## src/rtl/idle_monitor_pkg.sv

```systemverilog
// Shared types and parameter limits for the per-peripheral idle monitor.
package idle_monitor_pkg;

    typedef enum logic [1:0] {
        CH_OFF,
        CH_ACTIVE,
        CH_IDLE
    } ch_state_t;

    localparam int unsigned N_MIN     = 1;
    localparam int unsigned N_MAX     = 32;
    localparam int unsigned W_MIN     = 2;
    localparam int unsigned W_MAX     = 32;
    localparam int unsigned WIN_W_MIN = 1;
    localparam int unsigned WIN_W_MAX = 32;

endpackage

```

## src/rtl/idle_monitor_if.sv

```systemverilog
// Bundle between the activity sources / cfg_regs and the idle monitor.
interface idle_monitor_if #(
    parameter int unsigned N     = 4,
    parameter int unsigned W     = 16,
    parameter int unsigned WIN_W = 8
);

    logic [N-1:0]     activity_pulse;
    logic [N-1:0]     periph_en;
    logic [W-1:0]     idle_thresh;
    logic [WIN_W-1:0] win_len;
    logic [N-1:0]     sat_clr;
    logic [N*W-1:0]   idle_count;
    logic [N-1:0]     recent_activity;
    logic [N-1:0]     idle;
    logic [N-1:0]     idle_irq;
    logic [N-1:0]     wake_irq;
    logic [N-1:0]     sat;

    modport master (
        output activity_pulse, periph_en, idle_thresh, win_len, sat_clr,
        input  idle_count, recent_activity, idle, idle_irq, wake_irq, sat
    );

    modport slave (
        input  activity_pulse, periph_en, idle_thresh, win_len, sat_clr,
        output idle_count, recent_activity, idle, idle_irq, wake_irq, sat
    );

endinterface

```

## src/rtl/idle_monitor_ch.sv

```systemverilog
// One monitored channel: OFF/ACTIVE/IDLE FSM, saturating idle counter,
// recent-activity window timer, irq pulses and sticky saturation flag.
module idle_monitor_ch
    import idle_monitor_pkg::*;
#(
    parameter int unsigned W     = 16,
    parameter int unsigned WIN_W = 8
) (
    input  logic             i_clk,
    input  logic             i_rst,
    input  logic             i_en,
    input  logic             i_pulse,
    input  logic [W-1:0]     i_thresh,
    input  logic [WIN_W-1:0] i_win_len,
    input  logic             i_sat_clr,
    output logic [W-1:0]     o_count,
    output logic             o_recent,
    output logic             o_idle,
    output logic             o_idle_irq,
    output logic             o_wake_irq,
    output logic             o_sat
);

    localparam logic [W-1:0] CNT_MAX = '1;

    ch_state_t        r_state;
    ch_state_t        w_state_nxt;
    logic [W-1:0]     r_cnt;
    logic [W-1:0]     w_cnt_nxt;
    logic [WIN_W-1:0] r_tmr;
    logic [WIN_W-1:0] w_tmr_nxt;
    logic             r_sat;
    logic             w_sat_nxt;
    logic             r_recent;
    logic             r_idle;
    logic             r_idle_irq;
    logic             r_wake_irq;
    logic             w_idle_irq;
    logic             w_wake_irq;

    always_comb begin
        w_state_nxt = r_state;
        w_cnt_nxt   = r_cnt;
        w_tmr_nxt   = r_tmr;
        w_sat_nxt   = r_sat;
        w_idle_irq  = 1'b0;
        w_wake_irq  = 1'b0;

        if (!i_en) begin
            w_state_nxt = CH_OFF;
            w_cnt_nxt   = '0;
            w_tmr_nxt   = '0;
            w_sat_nxt   = 1'b0;
        end else begin
            if (i_pulse) begin
                w_cnt_nxt = '0;
            end else if (r_cnt != CNT_MAX) begin
                w_cnt_nxt = r_cnt + W'(1);
            end

            if (i_pulse) begin
                w_tmr_nxt = i_win_len;
            end else if (r_tmr != '0) begin
                w_tmr_nxt = r_tmr - WIN_W'(1);
            end

            // Only the transition into all-ones sets sat, so a clear while
            // the counter is parked at all-ones sticks.
            if (r_cnt != CNT_MAX && w_cnt_nxt == CNT_MAX) begin
                w_sat_nxt = 1'b1;
            end else if (i_sat_clr) begin
                w_sat_nxt = 1'b0;
            end

            case (r_state)
                CH_OFF: begin
                    w_state_nxt = CH_ACTIVE;
                end
                CH_ACTIVE: begin
                    if (i_thresh != '0 && !i_pulse && w_cnt_nxt >= i_thresh) begin
                        w_state_nxt = CH_IDLE;
                        w_idle_irq  = 1'b1;
                    end
                end
                CH_IDLE: begin
                    if (i_pulse) begin
                        w_state_nxt = CH_ACTIVE;
                        w_wake_irq  = 1'b1;
                    end
                end
                default: begin
                    w_state_nxt = CH_OFF;
                end
            endcase
        end
    end

    always_ff @(posedge i_clk) begin
        if (i_rst) begin
            r_state    <= CH_OFF;
            r_cnt      <= '0;
            r_tmr      <= '0;
            r_sat      <= 1'b0;
            r_recent   <= 1'b0;
            r_idle     <= 1'b0;
            r_idle_irq <= 1'b0;
            r_wake_irq <= 1'b0;
        end else begin
            r_state    <= w_state_nxt;
            r_cnt      <= w_cnt_nxt;
            r_tmr      <= w_tmr_nxt;
            r_sat      <= w_sat_nxt;
            r_recent   <= i_en && (w_tmr_nxt != '0);
            r_idle     <= (w_state_nxt == CH_IDLE);
            r_idle_irq <= w_idle_irq;
            r_wake_irq <= w_wake_irq;
        end
    end

    assign o_count    = r_cnt;
    assign o_recent   = r_recent;
    assign o_idle     = r_idle;
    assign o_idle_irq = r_idle_irq;
    assign o_wake_irq = r_wake_irq;
    assign o_sat      = r_sat;

endmodule

```

## src/rtl/idle_monitor.sv

```systemverilog
// Per-peripheral idle monitor: N independent channels fanned out from the bus.
module idle_monitor
    import idle_monitor_pkg::*;
#(
    parameter int unsigned N     = 4,
    parameter int unsigned W     = 16,
    parameter int unsigned WIN_W = 8
) (
    input  logic          clk,
    input  logic          rst,
    idle_monitor_if.slave bus
);

    if (N < N_MIN || N > N_MAX) begin : g_bad_n
        $error("idle_monitor: N out of range");
    end
    if (W < W_MIN || W > W_MAX) begin : g_bad_w
        $error("idle_monitor: W out of range");
    end
    if (WIN_W < WIN_W_MIN || WIN_W > WIN_W_MAX) begin : g_bad_win_w
        $error("idle_monitor: WIN_W out of range");
    end

    for (genvar g = 0; g < N; g++) begin : g_ch
        idle_monitor_ch #(
            .W     (W),
            .WIN_W (WIN_W)
        ) u_ch (
            .i_clk      (clk),
            .i_rst      (rst),
            .i_en       (bus.periph_en[g]),
            .i_pulse    (bus.activity_pulse[g]),
            .i_thresh   (bus.idle_thresh),
            .i_win_len  (bus.win_len),
            .i_sat_clr  (bus.sat_clr[g]),
            .o_count    (bus.idle_count[g*W +: W]),
            .o_recent   (bus.recent_activity[g]),
            .o_idle     (bus.idle[g]),
            .o_idle_irq (bus.idle_irq[g]),
            .o_wake_irq (bus.wake_irq[g]),
            .o_sat      (bus.sat[g])
        );
    end

endmodule
```

## src/flat_wrapper.sv

```systemverilog
// flat-port wrapper written by rule: the top's interface ports become plain ports
module idle_monitor_flat import idle_monitor_pkg::*;
#(
    parameter int unsigned N     = 4,
    parameter int unsigned W     = 16,
    parameter int unsigned WIN_W = 8
)
  (clk, rst, bus_activity_pulse, bus_periph_en, bus_idle_thresh, bus_win_len, bus_sat_clr, bus_idle_count, bus_recent_activity, bus_idle, bus_idle_irq, bus_wake_irq, bus_sat);
  idle_monitor_if #(.N(N), .W(W), .WIN_W(WIN_W)) bus_i ();
  input  logic clk;
  input  logic rst;
  input wire logic [$bits(bus_i.activity_pulse)-1:0] bus_activity_pulse;
  input wire logic [$bits(bus_i.periph_en)-1:0] bus_periph_en;
  input wire logic [$bits(bus_i.idle_thresh)-1:0] bus_idle_thresh;
  input wire logic [$bits(bus_i.win_len)-1:0] bus_win_len;
  input wire logic [$bits(bus_i.sat_clr)-1:0] bus_sat_clr;
  output wire logic [$bits(bus_i.idle_count)-1:0] bus_idle_count;
  output wire logic [$bits(bus_i.recent_activity)-1:0] bus_recent_activity;
  output wire logic [$bits(bus_i.idle)-1:0] bus_idle;
  output wire logic [$bits(bus_i.idle_irq)-1:0] bus_idle_irq;
  output wire logic [$bits(bus_i.wake_irq)-1:0] bus_wake_irq;
  output wire logic [$bits(bus_i.sat)-1:0] bus_sat;
  assign bus_i.activity_pulse = bus_activity_pulse;
  assign bus_i.periph_en = bus_periph_en;
  assign bus_i.idle_thresh = bus_idle_thresh;
  assign bus_i.win_len = bus_win_len;
  assign bus_i.sat_clr = bus_sat_clr;
  assign bus_idle_count = bus_i.idle_count;
  assign bus_recent_activity = bus_i.recent_activity;
  assign bus_idle = bus_i.idle;
  assign bus_idle_irq = bus_i.idle_irq;
  assign bus_wake_irq = bus_i.wake_irq;
  assign bus_sat = bus_i.sat;
  idle_monitor #(.N(N), .W(W), .WIN_W(WIN_W)) u_core (.clk(clk), .rst(rst), .bus(bus_i));
endmodule
```

## config.mk

```make
export PLATFORM = sky130hd
export DESIGN_NAME = idle_monitor_flat
export DESIGN_NICKNAME = d
export VERILOG_FILES = /design/src/rtl/idle_monitor_pkg.sv /design/src/rtl/idle_monitor_if.sv /design/src/rtl/idle_monitor_ch.sv /design/src/rtl/idle_monitor.sv /design/src/flat_wrapper.sv
export SDC_FILE = /design/constraint.sdc
export NUM_CORES = 1
export LEC_CHECK = 0
export CAP_MARGIN = 20
export CORE_ASPECT_RATIO = 1.25
export CORE_MARGIN = 3
export CORE_UTILIZATION = 35
export DETAILED_ROUTE_END_ITERATION = 7
export PLACE_DENSITY = 0.62
export SYNTH_ARGS = -nofsm -noshare
export SYNTH_HDL_FRONTEND = slang
export SYNTH_SLANG_ARGS = --single-unit
```

## constraint.sdc

```tcl
create_clock -name clk -period 4.33 [get_ports clk]
set_input_delay 0.6495 -clock clk [delete_from_list [all_inputs] [get_ports clk]]
set_output_delay 0.6495 -clock clk [all_outputs]
set_load 0.005 [all_outputs]
```

==> out/results.ini, run 1 <==
[synthesis]
yosys.area.top_type_share_pct = 30.52
yosys_warnings = 0
synth.area.top_cells = dfxtp_1 (31%), ha_1 (12%), nor2_1 (6.0%), nand2_1 (3.5%), xnor2_1 (3.4%)
syn-num-nets = 1128
synthesis.area_sq_mm = 0.008134
ys_ff_latch = 124
synth_cell_types = 60
avgSynthCellArea_sq_um = 8.022
yosysTopAreaCell = dfxtp_1
yosysMostFrequentCell = nor2_1
synth_edf_count = 0
synth_commonest_cells = nor2_1 (131), dfxtp_1 (124), ha_1 (76), nand2_1 (76), inv_1 (56)
synth-seq-area-share_pct = 30.52
synth_top_flop_cell = dfxtp_1
synthCells = 1014
async_reset_ff_share_pct = 0

[sta]
period_minus_slack_ps = 3703
slew_viol_final = 0
whs_ps = 502.0
setup_viol = 0
fin_crit_sh_pct = 85.53
fmax_ghz = 0.2700
relSlewSlack_pct = 40.59
worstMarginPinSlew_ps = 891.2
rsz0062_at_grt = false
hold_viol = 0
skew_ps = 5.377
fin_setup_tns_ps = 0

[drt]
drt_iter0_drc = 569
wl_per_cell_um = 16.86
drc = 0
final_antenna_net_count = 0
viasPerCell = 5.412
wirelength_mm = 23.75
drt_pass1_iterations = 5
vias = 7620

[worst_setup_path]
slowest_delay_ps = 440
arrival_ps = 4020
crit_buf_inv = 1
path_cells = ha_1 > nand4_1 > buf_4 > nor4_4 > nor2_1 > nand4_1 > xor2_1 > nor2_1 > ha_1 > o2111ai_1 > a2111oi_0 > nor2_1 > a2111oi_0 > nor2_1 > o32ai_1
worstPathRequired_ps = 4640
reg2reg_slack_ps = 630
cpLargestDelayFamily = compound AO/OA/AOI/OAI gates
cp_slowest_cell = dfxtp_1
worstSetupStartpointType = flop
crit_path_frequent_cell = nor2_1
crit_path_end_kind = flop
crit_type = reg2reg
critPathMaxFanout = 6

[placement]
dp_hpwl_mm = 18.25
numPortBuffers = 121
dp_cells = 1373
gp_congestion = 0.9066

[clocking]
cts_hold_buf = 0
worstSkewPairLatency_ps = 420
cts_buffer_depth = 2
cts-htree-levels = 4
root_buffer = clkbuf_16
cts.sinks = 124
cts_buffers = 17
clk_pin_slew_worst_paths_ps = 60
cts_tree = done

[grt]
met3_usage_pct = 3.630
antenna_found_initial = 0
top_usage_layer = met2
overflow = 0
grt_max_degree = 36
grt_first_pass_wirelength_mm = 38.65
gr-usage-met2_pct = 31.85
grt_usage_pct = 19.06
grt_util_met1_pct = 24.46
grt_pass1_vias = 7412

[power_and_ir_drop]
static-leakage-power_nw = 4.209
power-per-cell-area_mw_per_mm2 = 297.7
fin_total_pwr_mw = 3.010
irDropWorstVdd_mv = 0.2960

[hold_path]
min_path_type = reg2reg

[finish]
regArea_sq_mm = 0.002482
final_layout_size_suffix_gt1_share_pct = 5.867
fill_cells = 2210
area_growth_pct = 24.29
fin_cells = 1408
diodes = 0
final_core_util_pct = 44.90
fin_nets = 1228
multi_input_area_sq_mm = 0.005137

[die]
dieArea_sq_mm = 0.02512
ioPinCount = 122
dieWidth_um = 142.4
core_sq_mm = 0.02252
rows = 61
die_h_um = 176.4
start_util_pct = 36.13

[run]
drv_cap = 0

[run_status]
status = completed

where the power goes:
part | internal, mW | switching, mW | total, mW
Sequential | 1.17 | 0.0239 | 1.19
Combinational | 0.188 | 0.234 | 0.422
Clock | 0.881 | 0.516 | 1.40
path summary, 6_finish.rpt:
path                                  start                         end  depth (start not counted)
min               u_core.g_ch[2].u_ch.o_sat   u_core.g_ch[2].u_ch.o_sat                          2
min reg2reg       u_core.g_ch[2].u_ch.o_sat   u_core.g_ch[2].u_ch.o_sat                          2
max          u_core.g_ch[0].u_ch.o_count[0]  u_core.g_ch[0].u_ch.o_idle                         15
max reg2reg  u_core.g_ch[0].u_ch.o_count[0]  u_core.g_ch[0].u_ch.o_idle                         15
worst register-to-register path: cells and delay by family (launching register included):
| family | cells | cell delay, ps |
|---|---|---|
| buffers and inverters | 1 | 180 |
| flip-flops | 1 | 440 |
| XOR/XNOR | 1 | 240 |
| AND/OR/NAND/NOR | 7 | 950 |
| adder cells (fa/ha/maj) | 2 | 560 |
| AO/OA/AOI/OAI | 4 | 1210 |
flip-flops by register name, indices dropped and copies added, names as in the netlist:
name,cells
u_core.g_ch.u_ch.o_sat,4
u_core.g_ch.u_ch.o_idle_irq,4
u_core.g_ch.u_ch.o_count,64
u_core.g_ch.u_ch.o_idle,4
u_core.g_ch.u_ch.r_state,8
u_core.g_ch.u_ch.o_recent,4
u_core.g_ch.u_ch.o_wake_irq,4
u_core.g_ch.u_ch.r_tmr,32
cell usage in the layout (no fill, tap or decap), types with 6 or more instances in the layout:
master / n
nand3_1: 35
nand2_1: 76
mux2i_1: 17
o21a_1: 6
nor4b_1: 9
a21o_1: 19
o211ai_1: 9
nor4_1: 24
buf_4: 16
xnor2_1: 32
nor3_1: 54
and4_1: 7
nor2b_1: 7
o21ai_0: 30
dfxtp_1: 124
nor2_1: 131
clkdlybuf4s50_1: 121
and3_1: 16
a22o_1: 6
inv_1: 56
a31oi_1: 9
and2_1: 13
or4_1: 12
nor3b_1: 7
nand2b_1: 15
xor2_1: 21
o31ai_1: 13
clkbuf_16: 17
a21oi_1: 35
nand3b_1: 6
nand4_1: 35
ha_1: 76
final cells by class:
class                   count  area share (%)
multi-input cells         775           50.82
clock inverters             8          0.9158
flip-flops and latches    124           24.55
repair buffers            138           13.37
inverters                  58           2.153
clock buffers              22           4.691
well taps                 283           3.502
timing repair:
| action | CTS | global route |
|---|---|---|
| setup buffers | 0 | 5 |
| resized for setup | 0 | 1 |
| endpoints found under the hold margin | 0 | 0 |
| endpoints found under the setup margin | 0 | 4 |
per-layer routing:
metal	share of wire, %	vias up
met5	0	-
met4	2.5	0
met3	4.4	32
met2	48	197
met1	45	3559
li1	-	3832
kinds of logic after synthesis:
family / share of synthesized area (%)
compound gates: 12.51
mux: 2.507
simple gates: 30.64
xor+xnor: 5.707
flops: 30.52
buf+inv: 6.430
fa+ha+maj: 11.69
metrics by stage:
stage	worst slack (ps)	area [sq um]
final	626.6	10110
after global placement	425.0	9497
after CTS	159.6	10060
after global routing	57.77	10110
after floorplan	834.8	8134
after detailed placement	213.8	9497
(Power assumes the default switching activity.)
==> run 2, diff against run 1 <==
ABC_AREA = 1   (was not set)
CTS_CLUSTER_SIZE = 30   (was not set)
PLACE_DENSITY = 0.61   (was 0.62)
==> run 2 against run 1 <==
Net effect: clock power rose by 4%; via count is 20% higher; combinational power decreased by 1%; first-iteration DRC count decreased by 16%; utilization is 1.4 points lower; worst setup slack better by 410 ps; wire length is 14% higher; clock skew is 1.8 ps higher; largest power group unchanged; highest routed layer unchanged.
==> out/results.ini, run 2 <==
[run_status]
status = completed

[finish]
fin_area_sq_mm = 0.01101
largest_reg_flops = 64
final_layout_size_suffix_gt1_share_pct = 6.291
regArea_sq_mm = 0.002482
final_core_util_pct = 43.54
fin_nets = 1627
fin_cells = 1861
fill_cells = 2652
multi_input_area_sq_mm = 0.005446
diodes = 0
area_growth_pct = 22.39
layout_commonest_cell = nand2_1
layout_common_cells = nand2_1 (315), nor2_1 (241), inv_1 (197), dfxtp_1 (124), clkdlybuf4s50_1 (121)

[synthesis]
yosys.area.top_type_share_pct = 27.59
async_reset_ff_share_pct = 0
yosysTopAreaCell = dfxtp_1
synth.area.top_cells = dfxtp_1 (28%), nand2_1 (13%), ha_1 (11%), nor2_1 (10%), inv_1 (8.2%)
syn-num-nets = 1527
synth-seq-area-share_pct = 27.59
avgSynthCellArea_sq_um = 6.368
synth_top_flop_cell = dfxtp_1
synth_edf_count = 0
yosysMostFrequentCell = nand2_1
ys_ff_latch = 124
synth_cell_types = 37
synthCells = 1413
synth_commonest_cells = nand2_1 (315), nor2_1 (241), inv_1 (197)
yosys_warnings = 0
synthesis.area_sq_mm = 0.008999

[worst_setup_path]
arrival_ps = 3590
worstSetupStartpointType = input port
worstPathRequired_ps = 4620
crit_path_end_kind = flop
cp_slowest_cell = clkdlybuf4s50_1
crit_type = in2reg
path_cells = clkdlybuf4s50_1 > clkinv_1 > nand2_1 > inv_1 > ha_1 > nand2_1 > inv_1 > nand3_1 > nor3_1 > nand3_1 > nand3_1 > nand3_1 > o21ai_0 > nor2_1
crit_path_frequent_cell = nand3_1
critPathMaxFanout = 15
slowest_delay_ps = 750

[power_and_ir_drop]
power-per-cell-area_mw_per_mm2 = 276.9
fin_total_pwr_mw = 3.050
irDropWorstVdd_mv = 0.2728
static-leakage-power_nw = 5.293

[sta]
relSlewSlack_pct = 48.17
skew_ps = 7.223
setup_viol = 0
setup_ws_ps = 1038
rsz0062_at_grt = false
slew_viol_final = 0
worstMarginPinSlew_ps = 775.6
hold_viol = 0
fin_setup_tns_ps = 0
fin_crit_sh_pct = 76.03
fmax_ghz = 0.3038
whs_ps = 465.5
period_minus_slack_ps = 3292

[drt]
wirelength_mm = 27.02
viasPerCell = 4.929
wl_per_cell_um = 14.52
drt_iter0_drc = 476
drc = 0
vias = 9172
final_antenna_net_count = 0
drt_pass1_iterations = 5

[die]
rows = 65
dieWidth_um = 149.4
ioPinCount = 122
core_sq_mm = 0.02529
die_h_um = 185.3
dieArea_sq_mm = 0.02768
start_util_pct = 35.58

[grt]
grt_usage_pct = 19.42
antenna_found_initial = 0
grt_pass1_vias = 8726
grt_first_pass_wirelength_mm = 43.18
overflow = 0
grt_max_degree = 42

[clocking]
cts_buffer_depth = 2
cts_tree = done
cts_hold_buf = 0
cts.sinks = 124
cts_buffers = 17
postCtsSetupRepairBufs = 0
worstSkewPairLatency_ps = 420
post_cts_resize_count = 0
cts-htree-levels = 4
clk_pin_slew_worst_paths_ps = 60
root_buffer = clkbuf_16

[placement]
gp_congestion = 0.8892
dp_cells = 1829
numPortBuffers = 121
pre_cts_ws_ps = 663.7
dp_hpwl_mm = 20.96
placed_area_sq_mm = 0.01042

[run]
drv_cap = 0

[hold_path]
min_path_type = reg2reg

## run 2: changes by cell type in the layout (fill, tap and decap cells not counted), moves of 16 or more
| cell | previous run | this run |
|---|---|---|
| inv_1 | 56 | 197 |
| o21ai_0 | 30 | 61 |
| nor3_1 | 54 | 13 |
| xnor2_1 | 32 | 8 |
| nand3_1 | 35 | 109 |
| nand2_1 | 76 | 315 |
| nor4_1 | 24 | 4 |
| mux2i_1 | 17 | 0 |
| a21oi_1 | 35 | 61 |
| nor2_1 | 131 | 241 |
| and3_1 | 16 | 0 |
## run 2: worst paths after layout
path | from | end | slack, ps | cells after the start
hold / removal | u_core.g_ch[0].u_ch.o_sat | u_core.g_ch[0].u_ch.o_sat | 470 | 2
hold reg to reg | u_core.g_ch[0].u_ch.o_sat | u_core.g_ch[0].u_ch.o_sat | 470 | 2
setup / recovery | bus_activity_pulse[1] | u_core.g_ch[1].u_ch.r_state[0] | 1040 | 14
setup reg to reg | u_core.g_ch[0].u_ch.o_count[0] | u_core.g_ch[0].u_ch.r_state[0] | 1220 | 18
## run 2: kinds of logic after synthesis
logic type               synth area share (%)
AO/OA/AOI/OAI                           9.733
AND/OR/NAND/NOR                         37.69
buffers and inverters                   11.89
XOR/XNOR                                2.531
adder cells (fa/ha/maj)                 10.57
flip-flops                              27.59
## run 2: layout make-up
class,instances,share of cell area [%]
Clock inverter,13,1.284
Tap cell,335,3.806
Sequential cell,124,22.54
Inverter,215,7.328
Clock buffer,19,4.113
Multi-Input combinational cell,1027,49.45
Timing Repair Buffer,128,11.47
## run 2: metal layers
| layer | GRT usage [%] | vias up | routed length [um] | share of wire, % |
|---|---|---|---|---|
| li1 | - | 4703 | - | - |
| met1 | 23.68 | 4179 | 11900 | 44 |
| met2 | 34.64 | 247 | 13390 | 50 |
| met3 | 3.010 | 43 | 1131 | 4.2 |
| met4 | 6.777 | 0 | 598 | 2.2 |
| met5 | 0 | - | 0 | 0 |
## run 2: report_power, final
group	switching, mW	internal, mW	leakage [nW]	total, mW
Combinational	0.262	0.154	4.01	0.417
Sequential	0.0158	1.17	1.01	1.18
Clock	0.569	0.879	0.274	1.45
## run 2: critical path: cells and delay by family
kind	cells	cell delay [ps]
and+or+nand+nor	8	1050
AOI/OAI and AO/OA	1	200
adders and majority gates	1	290
buffers and inverters	4	1380
==> run 3, diff against run 2 <==
PLACE_DENSITY = 0.63   (was 0.61)
clock period = 2.9 ns   (was 4.33 ns; I/O delays follow)
==> run 3 against run 2 <==
Net effect: global-route usage increased by 0.29 points; combinational power grew 55%; power up 56%; sequential cell count did not move; critical path type is now reg2reg.
==> out/results.ini, run 3 (synthesis results as in run 2) <==
[finish]
diodes = 0
largest_reg_flops = 64
fin_nets = 1659
layout_common_cells = nand2_1 (315), nor2_1 (228), inv_1 (197), clkdlybuf4s50_1 (121), nand3_1 (102)
fin_area_sq_mm = 0.01150
final_layout_size_suffix_gt1_share_pct = 11.50
fin_cells = 1892
layout_commonest_cell = nand2_1
area_growth_pct = 27.85
final_core_util_pct = 45.49

[grt]
grt_pass1_vias = 9064
grt_max_degree = 29
overflow = 0
grt_usage_pct = 19.71
antenna_found_initial = 0
grt_first_pass_wirelength_mm = 43.93

[drt]
drt_pass1_iterations = 5
met3WireLength_mm = 1.471
dr_wl_met2_mm = 13.05
wirelength_mm = 27.00
vias = 9282
wl_met1_mm = 11.74
drt_iter0_drc = 447
routed.top_layer = met4
wl_per_cell_um = 14.27
drc = 0
viasPerCell = 4.906
final_antenna_net_count = 0

[worst_setup_path]
crit_buf_inv = 3
arrival_ps = 2960
crit_path_end_kind = flop
worstSetupStartpointType = flop
critPathMaxFanout = 7
cp_slowest_cell = dfxtp_4
rr_endpoint = u_core.g_ch[0].u_ch.r_state[0]
path_cells = ha_2 > inv_2 > nor2_4 > nand2_2 > nor2_4 > buf_4 > o21ai_0 > inv_2 > ha_1 > nand2_1 > nor2_1 > o21ai_0 > nand2_1 > nand2_1 > nand3_1 > nand3_2 > o21ai_0 > nor2_1
worstPathRequired_ps = 3210
cpLargestDelayFamily = simple AND/OR/NAND/NOR gates
worstRegToRegCells = 18
reg2reg_slack_ps = 250
slowest_delay_ps = 370
cp-startpoint = u_core.g_ch[0].u_ch.o_count[0]
rr_startpoint = u_core.g_ch[0].u_ch.o_count[0]
crit_type = reg2reg

[die]
dieWidth_um = 149.4
start_util_pct = 35.58
rows = 65
ioPinCount = 122
dieArea_sq_mm = 0.02768
die_h_um = 185.3
core_sq_mm = 0.02529

[power_and_ir_drop]
intPower_mw = 3.516
power-per-cell-area_mw_per_mm2 = 414.1
static-leakage-power_nw = 5.512
swShare_pct = 26.19
p_switching_mw = 1.248
clkPwrFrac_pct = 49.3
pwr-share-seq_pct = 37.1
irDropWorstVdd_mv = 0.4157
pwr-share-comb_pct = 13.6

[sta]
setup_viol = 0
worstMarginPinSlew_ps = 751.5
hold_viol = 0
skew_ps = 9.161
setup_ws_ps = 250.8
fin_setup_tns_ps = 0
slew_viol_final = 0
period_minus_slack_ps = 2649
relSlewSlack_pct = 49.78
fmax_ghz = 0.3775
fin_crit_sh_pct = 91.35

[placement]
numPortBuffers = 121
pre_cts_ws_ps = 47.70
placed_area_sq_mm = 0.01069
gp_congestion = 0.9128
dp_hpwl_mm = 21.09
dp_cells = 1860

[clocking]
cts_hold_buf = 0
cts.sinks = 124
cts_buffer_depth = 2
root_buffer = clkbuf_16
worstSkewPairLatency_ps = 430
cts_buffers = 17
cts_tree = done
cts-htree-levels = 4
clk_pin_slew_worst_paths_ps = 60

[run]
drv_cap = 0

[hold_path]
holdPathEnd = u_core.g_ch[3].u_ch.o_sat
min_path_type = reg2reg
min-delay-start = u_core.g_ch[3].u_ch.o_sat
hold_path_depth = 2

[run_status]
status = completed

[run 3: cell count changes in the layout (fill, tap and decap cells not counted), sizes merged]
| cell | previous run | this run |
|---|---|---|
| buf | 7 | 39 |
| clkinvlp | 6 | 2 |
| bufinv | 2 | 4 |
| clkbuf | 19 | 21 |
| inv | 212 | 210 |
| clkinv | 8 | 9 |
[run 3: what timing repair did]
action | in CTS | in global routing
setup buffers | 0 | 1
setup endpoints to repair | 0 | 16
hold endpoints to repair | 0 | 0
resized for setup | 0 | 63
[run 3: worst max-delay path by stage]
stage,to,slack (ps),cells past startpoint
2_1_floorplan,u_core.g_ch[2].u_ch.r_state[0],360,16
3_3_place_gp,u_core.g_ch[0].u_ch.r_state[0],60,19
3_5_place_dp,u_core.g_ch[1].u_ch.r_state[0],50,15
4_1_cts,u_core.g_ch[0].u_ch.r_state[0],30,18
5_1_grt,u_core.g_ch[0].u_ch.r_state[0],-3,19
6_report,u_core.g_ch[0].u_ch.r_state[0],250,18
[run 3: stage by stage]
stage,hold WS (ps),total power [mW]
detailed placement,465.3,2.443
finish,470.1,4.764
CTS,475.6,4.789
floorplan,443.6,2.226
global placement,461.0,2.434
global route,489.9,4.962
[run 3: cell type report]
type,instances,area (sq um)
timing repair buffer,160,1541
tap,335,419.2
inverter,215,809.5
fill,2623,13790
multi-input combinational,1027,5578
clock inverter,10,162.7
clock buffer,21,480.5
sequential,124,2514
[run 3: power groups by stage]
| stage | Combinational (mW) | Clock, mW | Sequential, mW |
|---|---|---|---|
| after floorplan | 0.425 | 0 | 1.80 |
| after global placement | 0.631 | 0 | 1.80 |
| after detailed placement | 0.639 | 0 | 1.80 |
| after CTS | 0.642 | 2.38 | 1.77 |
| after global routing | 0.736 | 2.45 | 1.77 |
| final | 0.646 | 2.35 | 1.77 |
[run 3: routing by layer]
metal	global-route usage, %	up-vias
met5	0	-
met4	7.473	0
met3	3.157	47
met2	34.76	247
met1	24.07	4213
li1	-	4775
[run 3: worst min-delay path, cell delays in order (launching register included)]
cell and delay, ps:
dfxtp_1 310, nand2_1 60, a21oi_1 60
